File: src/rtl/pipe_ctrl.sv
// pipe_ctrl: hazard and sequencing controller for the 5-stage core.
//
// Detects load-use hazards on the operands read by decode. It sequences
// multi-cycle divide and bus-wait stalls, issues jump/branch redirects with
// the matching flushes, and counts stalled cycles.
//
// Ports:
//   clk, rst            clock, synchronous active-high reset
//   id_rs*_read_i/addr_i decode operand reads
//   ex_load_i, ex_wen_i, ex_rd_addr_i  producer in ex
//   ex_jump_req_i, ex_jump_addr_i      resolved redirect from ex
//   ex_div_start_i, div_done_i         divide sequencing
//   mem_busy_i          data bus not ready
//   stall_o[4:0]        hold: [0] pc, [1] if_id, [2] id_ex, [3] ex_mem, [4] mem_wb
//   flush_if_id_o, flush_id_ex_o       bubble insertion
//   jump_flag_o, jump_addr_o           pc redirect
//   div_abort_o         divide timeout pulse
//   stall_cnt_o         saturating count of cycles with any stall bit set
module pipe_ctrl #(
  parameter int DIV_TIMEOUT = 64,
  parameter int CNT_W       = 32
) (
  input  logic             clk,
  input  logic             rst,
  input  logic             id_rs1_read_i,
  input  logic [4:0]       id_rs1_addr_i,
  input  logic             id_rs2_read_i,
  input  logic [4:0]       id_rs2_addr_i,
  input  logic             ex_load_i,
  input  logic             ex_wen_i,
  input  logic [4:0]       ex_rd_addr_i,
  input  logic             ex_jump_req_i,
  input  logic [31:0]      ex_jump_addr_i,
  input  logic             ex_div_start_i,
  input  logic             div_done_i,
  input  logic             mem_busy_i,
  output logic [4:0]       stall_o,
  output logic             flush_if_id_o,
  output logic             flush_id_ex_o,
  output logic             jump_flag_o,
  output logic [31:0]      jump_addr_o,
  output logic             div_abort_o,
  output logic [CNT_W-1:0] stall_cnt_o
);

  typedef enum logic [1:0] {
    RUN      = 2'd0,
    DIV_WAIT = 2'd1,
    BUS_WAIT = 2'd2
  } state_t;

  localparam logic [7:0] DIV_LAST = 8'(DIV_TIMEOUT - 1);

  localparam logic [4:0] STALL_LOAD = 5'b00011;
  localparam logic [4:0] STALL_DIV  = 5'b01111;
  localparam logic [4:0] STALL_BUS  = 5'b11111;

  state_t           state_reg, state_next;
  logic             pend_vld_reg, pend_vld_next;
  logic [31:0]      pend_addr_reg, pend_addr_next;
  logic [7:0]       div_cnt_reg, div_cnt_next;
  // A done pulse that arrives while the bus also stalls is remembered
  // so the divide still completes once the bus frees up.
  logic             done_pend_reg, done_pend_next;
  logic [CNT_W-1:0] stall_cnt_reg;

  logic [4:0]  stall_c;
  logic        flush_if_id_c;
  logic        flush_id_ex_c;
  logic        jump_flag_c;
  logic [31:0] jump_addr_c;
  logic        div_abort_c;

  // Per-operand match against the ex destination.
  logic [1:0] src_read;
  logic [4:0] src_addr [2];
  logic [1:0] src_hit;
  logic       load_use;

  assign src_read    = {id_rs2_read_i, id_rs1_read_i};
  assign src_addr[0] = id_rs1_addr_i;
  assign src_addr[1] = id_rs2_addr_i;

  generate
    for (genvar gi = 0; gi < 2; gi++) begin : g_src
      assign src_hit[gi] = src_read[gi] & (src_addr[gi] == ex_rd_addr_i);
    end
  endgenerate

  assign load_use = ex_load_i & ex_wen_i & (ex_rd_addr_i != 5'd0) & (|src_hit);

  // The divide counter stops at its last value so a bus stall that overlaps
  // the timeout cycle defers the abort instead of overshooting it.
  logic [7:0] div_cnt_inc;
  assign div_cnt_inc = (div_cnt_reg == DIV_LAST) ? div_cnt_reg : div_cnt_reg + 8'd1;

  always_comb begin
    state_next     = state_reg;
    pend_vld_next  = pend_vld_reg;
    pend_addr_next = pend_addr_reg;
    div_cnt_next   = div_cnt_reg;
    done_pend_next = done_pend_reg;
    stall_c        = 5'b00000;
    flush_if_id_c  = 1'b0;
    flush_id_ex_c  = 1'b0;
    jump_flag_c    = 1'b0;
    jump_addr_c    = 32'd0;
    div_abort_c    = 1'b0;

    case (state_reg)
      // BUS_WAIT behaves exactly like RUN once the bus is free, so both
      // states share one decision tree.
      RUN, BUS_WAIT: begin
        if (mem_busy_i) begin
          stall_c    = STALL_BUS;
          state_next = BUS_WAIT;
          if (ex_jump_req_i) begin
            pend_vld_next  = 1'b1;
            pend_addr_next = ex_jump_addr_i;
          end
        end else begin
          state_next = RUN;
          if (pend_vld_reg) begin
            // The live request, if any, is the same held instruction.
            jump_flag_c   = 1'b1;
            jump_addr_c   = pend_addr_reg;
            flush_if_id_c = 1'b1;
            flush_id_ex_c = 1'b1;
            pend_vld_next = 1'b0;
          end else if (ex_jump_req_i) begin
            jump_flag_c   = 1'b1;
            jump_addr_c   = ex_jump_addr_i;
            flush_if_id_c = 1'b1;
            flush_id_ex_c = 1'b1;
          end else if (ex_div_start_i) begin
            stall_c        = STALL_DIV;
            state_next     = DIV_WAIT;
            div_cnt_next   = 8'd0;
            done_pend_next = 1'b0;
          end else if (load_use) begin
            // One bubble suffices: the mem-stage forward covers the next cycle.
            stall_c       = STALL_LOAD;
            flush_id_ex_c = 1'b1;
          end
        end
      end

      DIV_WAIT: begin
        if (mem_busy_i) begin
          stall_c        = STALL_BUS;
          div_cnt_next   = div_cnt_inc;
          done_pend_next = done_pend_reg | div_done_i;
        end else if (div_done_i | done_pend_reg) begin
          state_next     = RUN;
          done_pend_next = 1'b0;
        end else if (div_cnt_reg == DIV_LAST) begin
          div_abort_c = 1'b1;
          state_next  = RUN;
        end else begin
          stall_c      = STALL_DIV;
          div_cnt_next = div_cnt_inc;
        end
      end

      default: begin
        state_next = RUN;
      end
    endcase
  end

  always_ff @(posedge clk) begin
    if (rst) begin
      state_reg     <= RUN;
      pend_vld_reg  <= 1'b0;
      pend_addr_reg <= 32'd0;
      div_cnt_reg   <= 8'd0;
      done_pend_reg <= 1'b0;
      stall_cnt_reg <= '0;
    end else begin
      state_reg     <= state_next;
      pend_vld_reg  <= pend_vld_next;
      pend_addr_reg <= pend_addr_next;
      div_cnt_reg   <= div_cnt_next;
      done_pend_reg <= done_pend_next;
      if ((|stall_c) && (stall_cnt_reg != {CNT_W{1'b1}})) begin
        stall_cnt_reg <= stall_cnt_reg + CNT_W'(1);
      end
    end
  end

  // Every output reads as zero while reset is held.
  assign stall_o       = rst ? 5'b00000 : stall_c;
  assign flush_if_id_o = ~rst & flush_if_id_c;
  assign flush_id_ex_o = ~rst & flush_id_ex_c;
  assign jump_flag_o   = ~rst & jump_flag_c;
  assign jump_addr_o   = rst ? 32'd0 : jump_addr_c;
  assign div_abort_o   = ~rst & div_abort_c;
  assign stall_cnt_o   = rst ? '0 : stall_cnt_reg;

endmodule

File: config.mk
export PLATFORM = sky130hd
export DESIGN_NAME = pipe_ctrl
export DESIGN_NICKNAME = d
export VERILOG_FILES = /design/src/rtl/pipe_ctrl.sv
export SDC_FILE = /design/constraint.sdc
export NUM_CORES = 1
export LEC_CHECK = 0
export CELL_PAD_IN_SITES_DETAIL_PLACEMENT = 0
export CELL_PAD_IN_SITES_GLOBAL_PLACEMENT = 1
export CORE_UTILIZATION = 37
export CTS_BUF_LIST = sky130_fd_sc_hd__clkbuf_4
export CTS_CLUSTER_SIZE = 25
export DETAILED_ROUTE_END_ITERATION = 16
export GPL_TIMING_DRIVEN = 0
export HOLD_SLACK_MARGIN = 0.1
export PLACE_DENSITY_LB_ADDON = 0.25
export RECOVER_POWER = 100
export SLEW_MARGIN = 10
export SYNTH_ARGS = -nofsm -noshare
export SYNTH_HDL_FRONTEND = slang
export SYNTH_SLANG_ARGS = --single-unit
File: constraint.sdc
create_clock -name clk -period 5.8 [get_ports clk]
set_input_delay 1.16 -clock clk [delete_from_list [all_inputs] [get_ports clk]]
set_output_delay 1.16 -clock clk [all_outputs]
set_load 0.1 [all_outputs]
==> results.md, run 1 <==
Clock network:
- TritonCTS built the clock tree.
- The post-CTS setup-driven buffer insertion count is 0.
- Counting along the longest clock path gives a buffer depth of 2.
- The number of buffers added to fix hold violations after cts is 0.
- Clock-pin slew was measured on the worst setup and hold paths at 0.10 ns.
- The clock reaches the later pin of the worst-skew pair after roughly 0.43 ns.
- The clock net sink count is 76.
- Clock tree synthesis inserted a total of 9 buffers.
- The tree is rooted in a clkbuf_4.
- The H-tree was split into 3 levels.
- Once the clock tree was built, the resizer swapped 0 gates to a different size.

Worst setup path:
- The slowest stage of the critical path is the clkdlybuf4s50_1 cell.
- In this run the worst path has a maximum fanout of 10.
- Together, buffers and inverters on the worst path number 5.
- The most common cell type on the critical path is clkbuf_1.
- The largest stage delay on the critical path is 1.00 ns.
- The startpoint class of the critical path is a primary input.
- The largest delay contributor family on the critical path is buffers and inverters.
- The critical path goes through clkdlybuf4s50_1 -> clkbuf_1 -> clkbuf_1 -> clkbuf_1 -> nor2_1 -> clkdlybuf4s50_1.
- The type of element capturing the critical path is an output port.
- The critical path is of the primary input to output port type.
- The required time at the endpoint of the critical path is 4.64 ns.
- The data arrival at the endpoint of the critical path is 4.45 ns.

Yosys:
- Summing every instance area after synthesis gives approximately 4200 um^2.
- The count of yosys warnings during synthesis is 0.
- After technology mapping, the gate count stands at 544.
- In this run, synthesis inferred 0 flip-flops with an integrated enable.
- The fraction of post-synthesis cell area in the top cell type by area is a little over a third.
- dfxtp_1 takes more of the synthesized area than any other cell.
- The post-synthesis net count is between 600 and 700.
- By instance count, the leading cell after synthesis is nor2_1.
- Dividing the synthesized area by the synthesized cell count gives 7.77 um^2.
- The flip-flop cell with the highest count after synthesis is dfxtp_1.
- The sequential area share after synthesis is 36.0%.
- The commonest cells after synthesis are nor2_1, nand2_1, dfxtp_1.
- Ranked by total cell area, the synthesized netlist is headed by dfxtp_1, mux2i_1, nor2_1, nand2_1, nor2b_1.
- For this run, asynchronously set or reset flops after synthesis account for 0%.
- The number of library cell types mapped by synthesis is between 40 and 50.
- The flop and latch count out of synthesis is 76.

Layout:
- After the last flow step, the layout net total stands at 743.
- The finished layout holds ~830 standard cells, fillers aside.
- In the final layout, the share of cells above drive strength 1 is roughly 5.8%.
- After routing the design area is between 5000 and 6000 um^2.
- The number of inserted filler cells in the final layout is roughly 1100.
- The area growth from synthesis to layout is 36.8%.
- 0 antenna diodes ended up in the layout.

Place:
- The count of input and output buffers is 129.
- Including well taps, the total number of placed cells is 813.
- The detailed placer's ending HPWL is slightly above 9 mm.
- The final weighted congestion of routability-driven global placement is 0.852.
- After detailed placement, the total cell area comes to between 5000 and 6000 um^2.

Outcome:
- The flow ran to the end, and the final reports show no timing, DRC or antenna violations.

Timing:
- The count of endpoints failing setup in the final report is 0.
- Final hold analysis gives a worst-case slack of 0.461 ns.
- The worst path in the final design needs a cycle of ~5.6 ns, including I/O delays and setup.
- The number of pins exceeding their max-slew limit in the final report is 0.
- Setup repair after global routing left no endpoint under its margin.
- The maximum achievable frequency is between 150 and 200 MHz.
- The clock skew is approximately 0.012 ns.
- After layout, the worst path uses 96.7% of the clock period.
- The transition time at the pin with the least slew margin is about 1.2 ns.
- Measured against its own limit, the worst slew margin works out to 22.2%.
- The final setup TNS is 0 ns.
- The final count of hold timing violations was 0.

Global routing:
- Across every metal layer, demand over resource in global routing totals about a fifth.
- The pin count of the biggest net entering global routing is 12.
- The initial antenna violation count is 0.
- The first global-routing pass estimated slightly below 20 mm of wire.
- The via count of the first global-routing pass is slightly above 4000.
- Summed over all layers, the global routing overflow is 0.

Power and ir drop:
- Dividing total power by cell area gives a power density of 185 nW/um^2.
- In this run the static leakage power is around 2.3 nW.
- IR analysis of the VDD net gives a maximum drop of about 120 uV.

Floorplanning:
- The die width is between 100 and 150 um.
- The area of the die is 11900 um^2.
- The number of placement rows is 38.
- The die span in y is between 100 and 150 um.
- In this run the count of I/O pins placed on the die edge is 130.
- The region available for standard cell placement spans roughly 11000 um^2.
- The starting density of the core is between 30% and 40%.

Route:
- The post-detailed-route DRC marker count is 0.
- The first detailed-routing pass took 4 iterations.
- In the routed layout, each cell is associated on average with a via count of a little over 5.
- Dividing the detail-routed wire length by the instance count gives 14.5 um.
- The final routed wirelength across all metal layers is roughly 12 mm.
- The detail route stage leaves a number of antenna-violating nets equal to 0.
- The via count of the routed design is 4258.
- In this run, the number of DRC markers left after iteration 0 of detailed routing was about 180.

Flow run:
- The total of max-cap violations is 0.

Min path:
- The path class of the tightest hold or removal check is flip-flop to flip-flop.
==> tightest hold or removal path: stages, from the launching register on <==
cell and delay, ns:
dfxtp_1 0.32, nand2_1 0.05, a21oi_1 0.05
==> report_power, final <==
part | internal, W | leakage, nW | switching, W | total [W]
logic | 0.0000886 | 1.61 | 0.000175 | 0.000263
clock network | 0.0000846 | 0.0562 | 0.000180 | 0.000264
registers | 0.000535 | 0.617 | 0.00000873 | 0.000544
total | 0.000709 | 2.28 | 0.000363 | 0.00107
==> cell usage in the layout, fill, tap and decap left out, drive strengths merged, types with 2 or more instances in the layout <==
cell type and count:
nor2b 33, dlygate4sd3 73, nor3 20, nand2b 3, dfxtp 76, buf 9
or4 5, and2 4, mux2 25, nand3 22, nor4b 4, a21oi 40
nand2 78, xnor2 10, nand4 17, clkbuf 39, mux2i 33, and3 4
o21ai 6, clkinv 5, or3 6, nor2 84, nor4 9, xor2 6
o21a 2, clkdlybuf4s50 55, inv 5, ha 2
==> stage by stage <==
step / setup WS [ns] / utilization [%] / total power [W]
2_1_floorplan: 0.919 / - / 0.000731
3_3_place_gp: 0.0316 / 51.9 / 0.000823
3_5_place_dp: 0.0142 / 51.9 / 0.000826
4_1_cts: 0.00557 / 52.8 / 0.00109
5_1_grt: 0.0410 / 52.7 / 0.00113
6_report: 0.194 / 52.7 / 0.00107
==> cells by family (layout without fill, tap and decap cells) <==
family / after synthesis / in the layout / share of synthesized area, %
compound gates: 57 / 57 / 7.58
flops: 76 / 76 / 36.0
simple gates: 293 / 293 / 34.0
buf+inv: 42 / 186 / 4.08
xor+xnor: 16 / 16 / 3.31
fa+ha+maj: 2 / 2 / 0.592
mux: 58 / 58 / 14.5
==> final cells by class <==
type | instances | area [um^2] | area share [%]
buffer | 37 | 154 | 2.66
clock buffer | 10 | 75.1 | 1.30
clock inverter | 5 | 20.0 | 0.346
inverter | 5 | 18.8 | 0.325
multi-input combinational | 426 | 2530 | 43.8
sequential | 76 | 1520 | 26.3
tap | 140 | 175 | 3.03
timing repair buffer | 129 | 1280 | 22.2
==> path summary, 6_finish.rpt <==
path / from / end / slack, ns / depth (start not counted)
worst max register to register: stall_cnt_reg[0] / stall_cnt_reg[22] / 2.98 / 8
worst max-delay path: rst / stall_o[0] / 0.19 / 6
worst min register to register: pend_addr_reg[26] / pend_addr_reg[26] / 0.46 / 2
worst min-delay path: pend_addr_reg[26] / pend_addr_reg[26] / 0.46 / 2
==> per-layer routing <==
layer / routed length, um / track usage (%)
met5: 0 / 0
met2: 5880 / 35.2
met3: 700 / 5.92
met4: 143 / 5.79
met1: 5310 / 25.9
Power figures use the tool's default switching activity.
==> run 2, diff against run 1 <==
- SLEW_MARGIN: 10 -> 20
==> results of run 2 <==
The final DEF is identical to that of run 1; final timing and power are the same.
